[src/rtl/fpu_float_to_int_seq_if.sv]
// Operand/result handshake bundle between the FPU issue and writeback stages
// and the float-to-int converter. Signal names follow the FPU datapath naming.
interface fpu_float_to_int_seq_if #(
  parameter int unsigned STD = 15
) ();
  logic          F2I_input_valid;
  logic          F2I_input_ready;
  logic [STD:0]  F2I_input_float;
  logic [2:0]    F2I_input_rm;
  logic          F2I_input_opcode_signed;
  logic          F2I_input_opcode_unsigned;
  logic [31:0]   F2I_output_int;
  logic          F2I_output_valid;
  logic          F2I_output_ready;
  logic          F2I_output_invalid_flag;
  logic          F2I_output_inexact_flag;

  // Issue/writeback side
  modport master (
    output F2I_input_valid, F2I_input_float, F2I_input_rm,
           F2I_input_opcode_signed, F2I_input_opcode_unsigned, F2I_output_ready,
    input  F2I_input_ready, F2I_output_int, F2I_output_valid,
           F2I_output_invalid_flag, F2I_output_inexact_flag
  );

  // Converter side
  modport slave (
    input  F2I_input_valid, F2I_input_float, F2I_input_rm,
           F2I_input_opcode_signed, F2I_input_opcode_unsigned, F2I_output_ready,
    output F2I_input_ready, F2I_output_int, F2I_output_valid,
           F2I_output_invalid_flag, F2I_output_inexact_flag
  );
endinterface

[src/rtl/fpu_float_to_int_seq.sv]
// Multi-cycle IEEE16/bfloat16 to 32-bit integer converter (FCVT.W/WU.H style).
// IDLE -> UNPACK -> ALIGN -> ROUND -> DONE; result and NV/NX held until taken.
// Optional macro F2I_FAST_UNPACK_EN: drops UNPACK, classification is folded
// into ALIGN (latency 2 instead of 3, identical results).
module fpu_float_to_int_seq #(
  parameter int unsigned STD  = 15,
  parameter int unsigned MAN  = 9,
  parameter int unsigned EXP  = 4,
  parameter int unsigned BIAS = 15
) (
  input  logic                  clk,
  input  logic                  rst_l,
  fpu_float_to_int_seq_if.slave f2i
);

  localparam int unsigned SW = MAN + 2;   // significand width incl. hidden bit
  localparam int unsigned EW = EXP + 3;   // signed unbiased exponent width
  localparam int unsigned XW = 32 + SW;   // 32 integer bits + SW fraction bits

  localparam logic [2:0] IDLE   = 3'd0;
  localparam logic [2:0] UNPACK = 3'd1;
  localparam logic [2:0] ALIGN  = 3'd2;
  localparam logic [2:0] ROUND  = 3'd3;
  localparam logic [2:0] DONE   = 3'd4;

`ifdef F2I_FAST_UNPACK_EN
  localparam logic [2:0] ACCEPT_NXT = ALIGN;
`else
  localparam logic [2:0] ACCEPT_NXT = UNPACK;
`endif

  localparam logic signed [EW-1:0] E_TINY = EW'(-2);
  localparam logic signed [EW-1:0] E_OVF  = EW'(32);

  logic [2:0]           r_state;
  logic [2:0]           w_state_nxt;

  logic [STD:0]         r_float;
  logic [2:0]           r_rm;
  logic                 r_signed;

  logic [31:0]          r_int_mag;
  logic                 r_guard;
  logic                 r_sticky;
  logic                 r_ovf;

  logic [31:0]          r_out_int;
  logic                 r_out_valid;
  logic                 r_out_nv;
  logic                 r_out_nx;

  logic [EXP:0]         w_exp_fld;
  logic [MAN:0]         w_man_fld;
  logic                 w_exp_zero;
  logic                 w_exp_ones;
  logic                 w_man_nz;
  logic                 w_is_nan;
  logic                 w_is_inf;
  logic [SW-1:0]        w_sig;
  logic signed [EW-1:0] w_e;

  logic                 w_u_nan;
  logic                 w_u_inf;
  logic [SW-1:0]        w_u_sig;
  logic signed [EW-1:0] w_u_e;

  logic [5:0]           w_sh;
  logic [XW-1:0]        w_aligned;

  logic                 w_neg;
  logic                 w_inc;
  logic [32:0]          w_mag;
  logic                 w_oor;
  logic                 w_nv;
  logic                 w_nx;
  logic [31:0]          w_res;

  // Operand classification from the captured float
  assign w_exp_fld  = r_float[MAN+1 +: EXP+1];
  assign w_man_fld  = r_float[MAN:0];
  assign w_neg      = r_float[STD];
  assign w_exp_zero = ~|w_exp_fld;
  assign w_exp_ones = &w_exp_fld;
  assign w_man_nz   = |w_man_fld;
  assign w_is_nan   = w_exp_ones & w_man_nz;
  assign w_is_inf   = w_exp_ones & ~w_man_nz;
  assign w_sig      = {~w_exp_zero, w_man_fld};
  assign w_e        = w_exp_zero ? (EW'(1) - EW'(BIAS)) : (EW'(w_exp_fld) - EW'(BIAS));

`ifdef F2I_FAST_UNPACK_EN
  assign w_u_nan = w_is_nan;
  assign w_u_inf = w_is_inf;
  assign w_u_sig = w_sig;
  assign w_u_e   = w_e;
`else
  logic                 r_u_nan;
  logic                 r_u_inf;
  logic [SW-1:0]        r_u_sig;
  logic signed [EW-1:0] r_u_e;

  // Register classification results in UNPACK
  always_ff @(posedge clk or negedge rst_l) begin
    if (!rst_l) begin
      r_u_nan <= 1'b0;
      r_u_inf <= 1'b0;
      r_u_sig <= '0;
      r_u_e   <= '0;
    end else if (r_state == UNPACK) begin
      r_u_nan <= w_is_nan;
      r_u_inf <= w_is_inf;
      r_u_sig <= w_sig;
      r_u_e   <= w_e;
    end
  end

  assign w_u_nan = r_u_nan;
  assign w_u_inf = r_u_inf;
  assign w_u_sig = r_u_sig;
  assign w_u_e   = r_u_e;
`endif

  // Significand scaled by 2^(e+1): integer in the top 32 bits, fraction below
  assign w_sh      = 6'(w_u_e + EW'(1));
  assign w_aligned = XW'(w_u_sig) << w_sh;

  // Rounding increment decision
  always_comb begin
    w_inc = 1'b0;
    case (r_rm)
      3'b000:  w_inc = r_guard & (r_sticky | r_int_mag[0]);
      3'b010:  w_inc = w_neg & (r_guard | r_sticky);
      3'b011:  w_inc = ~w_neg & (r_guard | r_sticky);
      3'b100:  w_inc = r_guard;
      default: w_inc = 1'b0;
    endcase
  end

  assign w_mag = {1'b0, r_int_mag} + 33'(w_inc);

  // Range check, saturation and flag generation
  always_comb begin
    w_oor = r_ovf;
    w_res = w_mag[31:0];
    if (r_signed) begin
      if (w_neg) w_oor = r_ovf | (w_mag > 33'h0_8000_0000);
      else       w_oor = r_ovf | (w_mag > 33'h0_7FFF_FFFF);
    end else begin
      w_oor = r_ovf | w_mag[32] | (w_neg & (|w_mag));
    end
    w_nv = w_u_nan | w_u_inf | w_oor;
    w_nx = (r_guard | r_sticky) & ~w_nv;
    if (w_u_nan || (!w_neg && w_nv))
      w_res = r_signed ? 32'h7FFF_FFFF : 32'hFFFF_FFFF;
    else if (w_nv)
      w_res = r_signed ? 32'h8000_0000 : 32'h0000_0000;
    else if (r_signed && w_neg)
      w_res = -w_mag[31:0];
  end

  // State register
  always_ff @(posedge clk or negedge rst_l) begin
    if (!rst_l) r_state <= IDLE;
    else        r_state <= w_state_nxt;
  end

  // Next-state logic
  always_comb begin
    w_state_nxt = r_state;
    case (r_state)
      IDLE:    if (f2i.F2I_input_valid) w_state_nxt = ACCEPT_NXT;
      UNPACK:  w_state_nxt = ALIGN;
      ALIGN:   w_state_nxt = ROUND;
      ROUND:   w_state_nxt = DONE;
      DONE:    if (f2i.F2I_output_ready) w_state_nxt = IDLE;
      default: w_state_nxt = IDLE;
    endcase
  end

  // Capture operand, rounding mode and opcode on accept
  always_ff @(posedge clk or negedge rst_l) begin
    if (!rst_l) begin
      r_float  <= '0;
      r_rm     <= '0;
      r_signed <= 1'b0;
    end else if (r_state == IDLE && f2i.F2I_input_valid) begin
      r_float  <= f2i.F2I_input_float;
      r_rm     <= f2i.F2I_input_rm;
      r_signed <= f2i.F2I_input_opcode_signed | ~f2i.F2I_input_opcode_unsigned;
    end
  end

  // Alignment: integer part, guard, sticky and overflow
  always_ff @(posedge clk or negedge rst_l) begin
    if (!rst_l) begin
      r_int_mag <= '0;
      r_guard   <= 1'b0;
      r_sticky  <= 1'b0;
      r_ovf     <= 1'b0;
    end else if (r_state == ALIGN) begin
      if (w_u_e >= E_OVF) begin
        r_int_mag <= '0;
        r_guard   <= 1'b0;
        r_sticky  <= 1'b0;
        r_ovf     <= 1'b1;
      end else if (w_u_e <= E_TINY) begin
        r_int_mag <= '0;
        r_guard   <= 1'b0;
        r_sticky  <= |w_u_sig;
        r_ovf     <= 1'b0;
      end else begin
        r_int_mag <= w_aligned[XW-1:SW];
        r_guard   <= w_aligned[SW-1];
        r_sticky  <= |w_aligned[SW-2:0];
        r_ovf     <= 1'b0;
      end
    end
  end

  // Result and flags written once per operation in ROUND
  always_ff @(posedge clk or negedge rst_l) begin
    if (!rst_l) begin
      r_out_int <= '0;
      r_out_nv  <= 1'b0;
      r_out_nx  <= 1'b0;
    end else if (r_state == ROUND) begin
      r_out_int <= w_res;
      r_out_nv  <= w_nv;
      r_out_nx  <= w_nx;
    end
  end

  // Output valid tracks DONE
  always_ff @(posedge clk or negedge rst_l) begin
    if (!rst_l) r_out_valid <= 1'b0;
    else        r_out_valid <= (w_state_nxt == DONE);
  end

  assign f2i.F2I_input_ready         = (r_state == IDLE) & rst_l;
  assign f2i.F2I_output_int          = r_out_int;
  assign f2i.F2I_output_valid        = r_out_valid;
  assign f2i.F2I_output_invalid_flag = r_out_nv;
  assign f2i.F2I_output_inexact_flag = r_out_nx;

endmodule

[src/flat_wrapper.sv]
// flat-port wrapper written by rule: the top's interface ports become plain ports
module fpu_float_to_int_seq_flat 
#(
  parameter int unsigned STD  = 15,
  parameter int unsigned MAN  = 9,
  parameter int unsigned EXP  = 4,
  parameter int unsigned BIAS = 15
)
  (clk, rst_l, f2i_F2I_input_valid, f2i_F2I_input_float, f2i_F2I_input_rm, f2i_F2I_input_opcode_signed, f2i_F2I_input_opcode_unsigned, f2i_F2I_output_ready, f2i_F2I_input_ready, f2i_F2I_output_int, f2i_F2I_output_valid, f2i_F2I_output_invalid_flag, f2i_F2I_output_inexact_flag);
  fpu_float_to_int_seq_if #(.STD(STD)) f2i_i ();
  input  logic clk;
  input  logic rst_l;
  input wire logic [$bits(f2i_i.F2I_input_valid)-1:0] f2i_F2I_input_valid;
  input wire logic [$bits(f2i_i.F2I_input_float)-1:0] f2i_F2I_input_float;
  input wire logic [$bits(f2i_i.F2I_input_rm)-1:0] f2i_F2I_input_rm;
  input wire logic [$bits(f2i_i.F2I_input_opcode_signed)-1:0] f2i_F2I_input_opcode_signed;
  input wire logic [$bits(f2i_i.F2I_input_opcode_unsigned)-1:0] f2i_F2I_input_opcode_unsigned;
  input wire logic [$bits(f2i_i.F2I_output_ready)-1:0] f2i_F2I_output_ready;
  output wire logic [$bits(f2i_i.F2I_input_ready)-1:0] f2i_F2I_input_ready;
  output wire logic [$bits(f2i_i.F2I_output_int)-1:0] f2i_F2I_output_int;
  output wire logic [$bits(f2i_i.F2I_output_valid)-1:0] f2i_F2I_output_valid;
  output wire logic [$bits(f2i_i.F2I_output_invalid_flag)-1:0] f2i_F2I_output_invalid_flag;
  output wire logic [$bits(f2i_i.F2I_output_inexact_flag)-1:0] f2i_F2I_output_inexact_flag;
  assign f2i_i.F2I_input_valid = f2i_F2I_input_valid;
  assign f2i_i.F2I_input_float = f2i_F2I_input_float;
  assign f2i_i.F2I_input_rm = f2i_F2I_input_rm;
  assign f2i_i.F2I_input_opcode_signed = f2i_F2I_input_opcode_signed;
  assign f2i_i.F2I_input_opcode_unsigned = f2i_F2I_input_opcode_unsigned;
  assign f2i_i.F2I_output_ready = f2i_F2I_output_ready;
  assign f2i_F2I_input_ready = f2i_i.F2I_input_ready;
  assign f2i_F2I_output_int = f2i_i.F2I_output_int;
  assign f2i_F2I_output_valid = f2i_i.F2I_output_valid;
  assign f2i_F2I_output_invalid_flag = f2i_i.F2I_output_invalid_flag;
  assign f2i_F2I_output_inexact_flag = f2i_i.F2I_output_inexact_flag;
  fpu_float_to_int_seq #(.STD(STD), .MAN(MAN), .EXP(EXP), .BIAS(BIAS)) u_core (.clk(clk), .rst_l(rst_l), .f2i(f2i_i));
endmodule
[config.mk]
export PLATFORM = sky130hd
export DESIGN_NAME = fpu_float_to_int_seq_flat
export DESIGN_NICKNAME = d
export VERILOG_FILES = /design/src/rtl/fpu_float_to_int_seq_if.sv /design/src/rtl/fpu_float_to_int_seq.sv /design/src/flat_wrapper.sv
export SDC_FILE = /design/constraint.sdc
export NUM_CORES = 1
export LEC_CHECK = 0
export BUFFER_PORTS_ARGS = -buffer_cell sky130_fd_sc_hd__buf_2
export CORE_MARGIN = 8
export CORE_UTILIZATION = 38
export DETAILED_ROUTE_END_ITERATION = 12
export MAX_ROUTING_LAYER = met4
export PLACE_DENSITY = 0.52
export SYNTH_ARGS = -nofsm -noshare
export SYNTH_HDL_FRONTEND = slang
export SYNTH_SLANG_ARGS = --single-unit
[constraint.sdc]
create_clock -name clk -period 10.4 [get_ports clk]
set_input_delay 2.08 -clock clk [delete_from_list [all_inputs] [get_ports clk]]
set_output_delay 2.08 -clock clk [all_outputs]
set_load 0.02 [all_outputs]
==> out/metrics.yaml, run 1 <==
status: "complete, no violations"
cts_tree: "built"
tightest_slew_ns: 1.02
start_kind: "flop"
setup_violations: 0
p_per_area_nw_per_um2: 383
ys_seq_area_share_pct: 37.2
wl_met3_um: 836
fmax_mhz: 166
post_drt_via_cell_ratio: 5.69
vdd_drop_max_v: 0.000152
die_h_um: 156
power_mw: 3.16
start_util_pct: 38.5
antenna_cells: 0
syn_to_final_growth_pct: 10.6
critPathArrivalTime_ns: 6.23
nFillCells: 2065
dp_slack_ns: 4.45
portBuffers: 60
setup.worst_path.end_class: "flop"
ctsHoldBuffers: 0
ys.flop_type: "dfrtp_1"
r2r_slack_ns: 4.38
nets: 930
ant_nets: 0
synth_cell_types: 71
grt_first_pass_wirelength_um: 35400
die_x_um: 156
fin_skew_ns: 0.00898
post_cts_buffers: 0
ios: 61
instances_no_fill: 1166
async_reset_ff_share_pct: 100
drive_gt1_share_pct: 14.8
drv_cap: 0
drc: 0
syn_area_per_cell_um2: 8.54
rsz0062_at_grt: "no"
crit_required_ns: 10.61
yosysWarnings: 0
first_global_vias: 6372
rows: 51
core_area_um2: 19400
placed_cell_area_um2: 7940
synth_edf_count: 0
root_buffer: "clkbuf_16"
clk_latency_ns: 0.37
cts_buffers: 9
dp_hpwl_um: 16800
placed_cells: 1150
min_path_type: "flop to flop"
wire_per_inst_um: 18.6
min_period_ns: 6.02
finalWirelength_um: 21700
syn_inst: 874
grt_max_degree: 63
drt_iter0_markers: 482
ys_ff_latch: 111
clkTransAtPathRegs_ns: 0.08
vias: 6633
ctsResizeCount: 0
track_usage_pct: 18.6
tns_ns: 0
maxSlewHeadroom_pct: 31.1
htreeDepth: 3
crit_type: "flop to flop"
cts.sinks: 111
design_area_um2: 8250
cellLeakagePower_nw: 3.39
hold_viol: 0
slew_violations: 0
antenna_found_initial: 0
m1WireLength_um: 9990
clockBufferDepth: 2
path_max_fanout: 23
routed.top_layer: "met4"
dr.pass1.iters: 5
fin_crit_sh_pct: 57.9
wl_met2_um: 10500
setup_ws_ns: 4.38
syn_nets: 908
die_area_um2: 24400
syn-cell-area_um2: 7460
grt.overflow.total: 0
routabilityCongestion: 0.899
power breakdown:
part           internal (mW)  switching [mW]
clock network          0.173           0.186
registers              0.616           0.247
logic                  0.736            1.20
sequential cells by signal, summed over array words and instances, names as in the netlist, 3 cells and up:
| signal | count |
|---|---|
| u_core.f2i.F2I_output_int | 32 |
| u_core.r_u_sig | 11 |
| u_core.r_rm | 3 |
| u_core.r_state | 3 |
| u_core.r_float | 16 |
| u_core.r_int_mag | 32 |
| u_core.r_u_e | 6 |
logic make-up after synthesis:
family	share of synthesized area, %
XOR/XNOR	6.22
AO/OA/AOI/OAI	19.4
flip-flops	37.2
multiplexers	5.40
buffers and inverters	4.32
adder cells (fa/ha/maj)	1.51
AND/OR/NAND/NOR	26.0
routing by layer:
layer | up-vias | track usage (%)
met4 | 0 | 5.49
met3 | 28 | 3.13
met1 | 3155 | 23.9
met2 | 158 | 29.7
li1 | 3292 | -
met5 | - | -
cell usage after synthesis, types with 3 or more instances:
cell,number,area [um^2]
a211oi_1,15,113
a21boi_0,4,30.0
a21oi_1,43,215
a221o_1,3,30.0
a22o_1,19,166
a22oi_1,4,30.0
a31o_2,5,43.8
a31oi_1,12,75.1
and2_1,10,62.6
and3_1,8,50.1
and4_1,11,96.3
and4b_1,3,30.0
buf_2,5,25.0
clkbuf_1,51,191
dfrtp_1,111,2780
ha_1,9,113
inv_1,17,63.8
mux2_2,20,225
mux2i_1,11,110
mux4_2,3,67.6
nand2_1,107,402
nand2b_1,5,31.3
nand3_1,45,225
nand4_1,19,119
nand4_2,3,37.5
nor2_1,67,251
nor2b_1,6,37.5
nor3_1,30,150
nor3b_1,3,22.5
nor4_1,18,113
o211ai_1,20,150
o21a_1,3,22.5
o21ai_0,44,220
o221ai_1,5,43.8
o22ai_1,9,56.3
o31a_1,3,26.3
o31ai_1,10,75.1
or3_1,12,75.1
or4_1,6,45.0
xnor2_1,36,315
xor2_1,17,149
cell type report:
class                      count  area, um^2  share of cell area, %
sequential                   111        2780                   33.7
timing repair buffer          72         393                   4.76
tap                          265         332                   4.02
multi-input combinational    684        4370                   53.0
inverter                      18        67.6                  0.819
clock inverter                 7        85.1                   1.03
clock buffer                   9         225                   2.73
critical path, cell delays in order (launching register included):
cell and delay, ns:
dfrtp_1 0.46, mux2_2 0.36, o32a_1 0.32, nor2_1 0.10
ha_1 0.32, ha_1 0.53, nand4_2 0.28, nor4_1 0.58
a31oi_1 0.19, nor4_1 0.65, nand4_1 0.31, nor4_1 0.47
or3_1 0.66, o21a_1 0.47, a211oi_1 0.14
path summary, 6_finish.rpt:
path	end	from	depth (start not counted)
setup reg to reg	u_core.f2i.F2I_output_int[21]$_DFFE_PN0N_	u_core.r_float[15]$_DFFE_PN0P_	14
max in group asynchronous	u_core.f2i.F2I_output_int[24]$_DFFE_PN0N_	rst_l	3
hold / removal	u_core.f2i.F2I_output_invalid_flag$_DFFE_PN0N_	u_core.f2i.F2I_output_invalid_flag$_DFFE_PN0N_	2
hold reg to reg	u_core.f2i.F2I_output_invalid_flag$_DFFE_PN0N_	u_core.f2i.F2I_output_invalid_flag$_DFFE_PN0N_	2
setup / recovery	u_core.f2i.F2I_output_int[21]$_DFFE_PN0N_	u_core.r_float[15]$_DFFE_PN0P_	14
min in group asynchronous	u_core.f2i.F2I_output_int[5]$_DFFE_PN0N_	rst_l	2
per-stage QoR:
stage	hold WS (ns)	utilization, %
global route	0.535	42.6
global placement	0.476	41.0
CTS	0.501	42.6
detailed placement	0.482	41.0
finish	0.492	42.6
floorplan	0.457	-
cells in the final DEF, fill, tap and decap left out, types with 12 or more instances in the layout:
master	count
inv_1	17
a211oi_1	15
nor4_1	17
xor2_1	17
nand2_1	107
nor2_1	67
mux2_2	20
a22o_1	19
nand4_1	19
dfrtp_1	111
xnor2_1	36
a21oi_1	43
nor3_1	29
o21ai_0	44
buf_2	59
a31oi_1	12
o211ai_1	20
nand3_1	45
or3_1	12
buf_4	13
Power figures use the tool's default switching activity.
==> run 2: changes to the inputs <==
PLACE_DENSITY = 0.54   (was 0.52)
clock period = 5 ns   (was 10.4 ns; I/O delays follow)
==> out/metrics.yaml, run 2 (synthesized netlist as in run 1, its figures left out) <==
fmax_mhz: 211
dp_hpwl_um: 16400
syn_to_final_growth_pct: 11.9
antenna_found_initial: 0
mostFrequentLayoutCells: "dfrtp_1, nand2_1, nor2_1"
vdd_drop_max_v: 0.000294
drv_cap: 0
clockBufferDepth: 2
post_drt_via_cell_ratio: 5.71
clk_latency_ns: 0.37
fin_crit_sh_pct: 94.9
track_usage_pct: 18.3
routabilityCongestion: 0.914
crit_type: "flop to flop"
antenna_cells: 0
htreeDepth: 3
rows: 51
first_global_vias: 6471
setup_violations: 0
final_common_cell: "dfrtp_1"
wire_per_inst_um: 18.2
power_mw: 6.62
grt_first_pass_wirelength_um: 35000
path_max_fanout: 20
finalWirelength_um: 21300
cpMostUsedCell: "or4_4"
setup_ws_ns: 0.254
crit_required_ns: 5.30
die_area_um2: 24400
nets: 937
die_h_um: 156
drt_iter0_markers: 506
slew_violations: 0
start_util_pct: 38.5
start_kind: "flop"
root_buffer: "clkbuf_16"
max_stage_delay_ns: 0.65
cellLeakagePower_nw: 3.43
ant_nets: 0
min_period_ns: 4.75
vias: 6697
post_cts_buffers: 0
status: "complete, no violations"
critPathArrivalTime_ns: 5.04
ios: 61
dp_slack_ns: 0.0817
maxSlewHeadroom_pct: 27.7
dr.pass1.iters: 5
grt.overflow.total: 0
path_cells: "nand2_1 -> mux2_2 -> o32a_1 -> nor2_1 -> ha_2 -> ha_1 -> nand4_2 -> or4_4 -> or4_1 -> and4_1 -> nand4_1 -> nor4_2 -> or3_1 -> or4_4 -> nand3_1"
clkTransAtPathRegs_ns: 0.08
hold_viol: 0
grt_max_degree: 52
drc: 0
portBuffers: 60
crit_slowest_cell: "or4_4"
core_area_um2: 19400
rsz0062_at_grt: "yes"
fin_skew_ns: 0.0150
p_per_area_nw_per_um2: 793
die_x_um: 156
ctsHoldBuffers: 0
min_path_type: "flop to flop"
cts.sinks: 111
tightest_slew_ns: 1.07
cts_buffers: 9
setup.worst_path.end_class: "flop"
drive_gt1_share_pct: 16.3
cts_tree: "built"
-- run 2: per-stage QoR --
step	instance area (um^2)	hold slack, ns	utilization (%)	TNS [ns]	instances
5_1_grt	8350	0.537	43.0	-0.0733	1173
3_3_place_gp	8000	0.482	41.2	0	1157
2_1_floorplan	7460	0.457	-	0	874
3_5_place_dp	8000	0.483	41.2	0	1157
4_1_cts	8310	0.503	42.8	0	1173
6_report	8350	0.493	43.0	0	1173
-- run 2: timing repair --
item / in CTS / in global routing
endpoints found under the setup margin: 0 / 34
resized for setup: 0 / 8
endpoints found under the hold margin: 0 / 0
-- run 2: area by class of cell --
cell class	instances	area, um^2
fill	2048	11000
clock inverter	7	86.3
multi-input combinational	684	4420
timing repair buffer	79	445
inverter	18	67.6
sequential	111	2780
tap	265	332
clock buffer	9	225
-- run 2: power breakdown --
| group | switching [mW] | leakage, nW | internal [mW] |
|---|---|---|---|
| combinational | 2.49 | 1.87 | 1.59 |
| clock | 0.388 | 0.151 | 0.361 |
| sequential | 0.509 | 1.41 | 1.28 |
-- run 2: worst paths after layout --
path                                                           startpoint                                             end  slack, ns  depth (start not counted)
max                                            u_core.r_rm[1]$_DFFE_PN0P_       u_core.f2i.F2I_output_int[10]$_DFFE_PN0N_       0.25                         15
min                        u_core.f2i.F2I_output_invalid_flag$_DFFE_PN0N_  u_core.f2i.F2I_output_invalid_flag$_DFFE_PN0N_       0.49                          2
max reg2reg                                    u_core.r_rm[1]$_DFFE_PN0P_       u_core.f2i.F2I_output_int[10]$_DFFE_PN0N_       0.25                         15
min reg2reg                u_core.f2i.F2I_output_invalid_flag$_DFFE_PN0N_  u_core.f2i.F2I_output_invalid_flag$_DFFE_PN0N_       0.49                          2
max in group asynchronous                                           rst_l                  u_core.r_u_sig[10]$_DFFE_PN0P_       3.47                          2
min in group asynchronous                                           rst_l        u_core.f2i.F2I_output_int[3]$_DFFE_PN0N_       0.54                          1
-- run 2: critical path, delay by kind of cell, from the launching register on --
family	cells	cell delay (ns)
simple gates	11	3.21
fa+ha+maj	2	0.49
flops	1	0.40
compound gates	1	0.32
mux	1	0.26
-- run 2: metal layers --
metal / vias to the layer above / GRT usage, % / share of wire (%)
met5: - / - / 0
met4: 0 / 6.27 / 2.3
met3: 29 / 2.22 / 3.2
met2: 138 / 30.6 / 49
met1: 3227 / 22.4 / 45
li1: 3303 / - / -
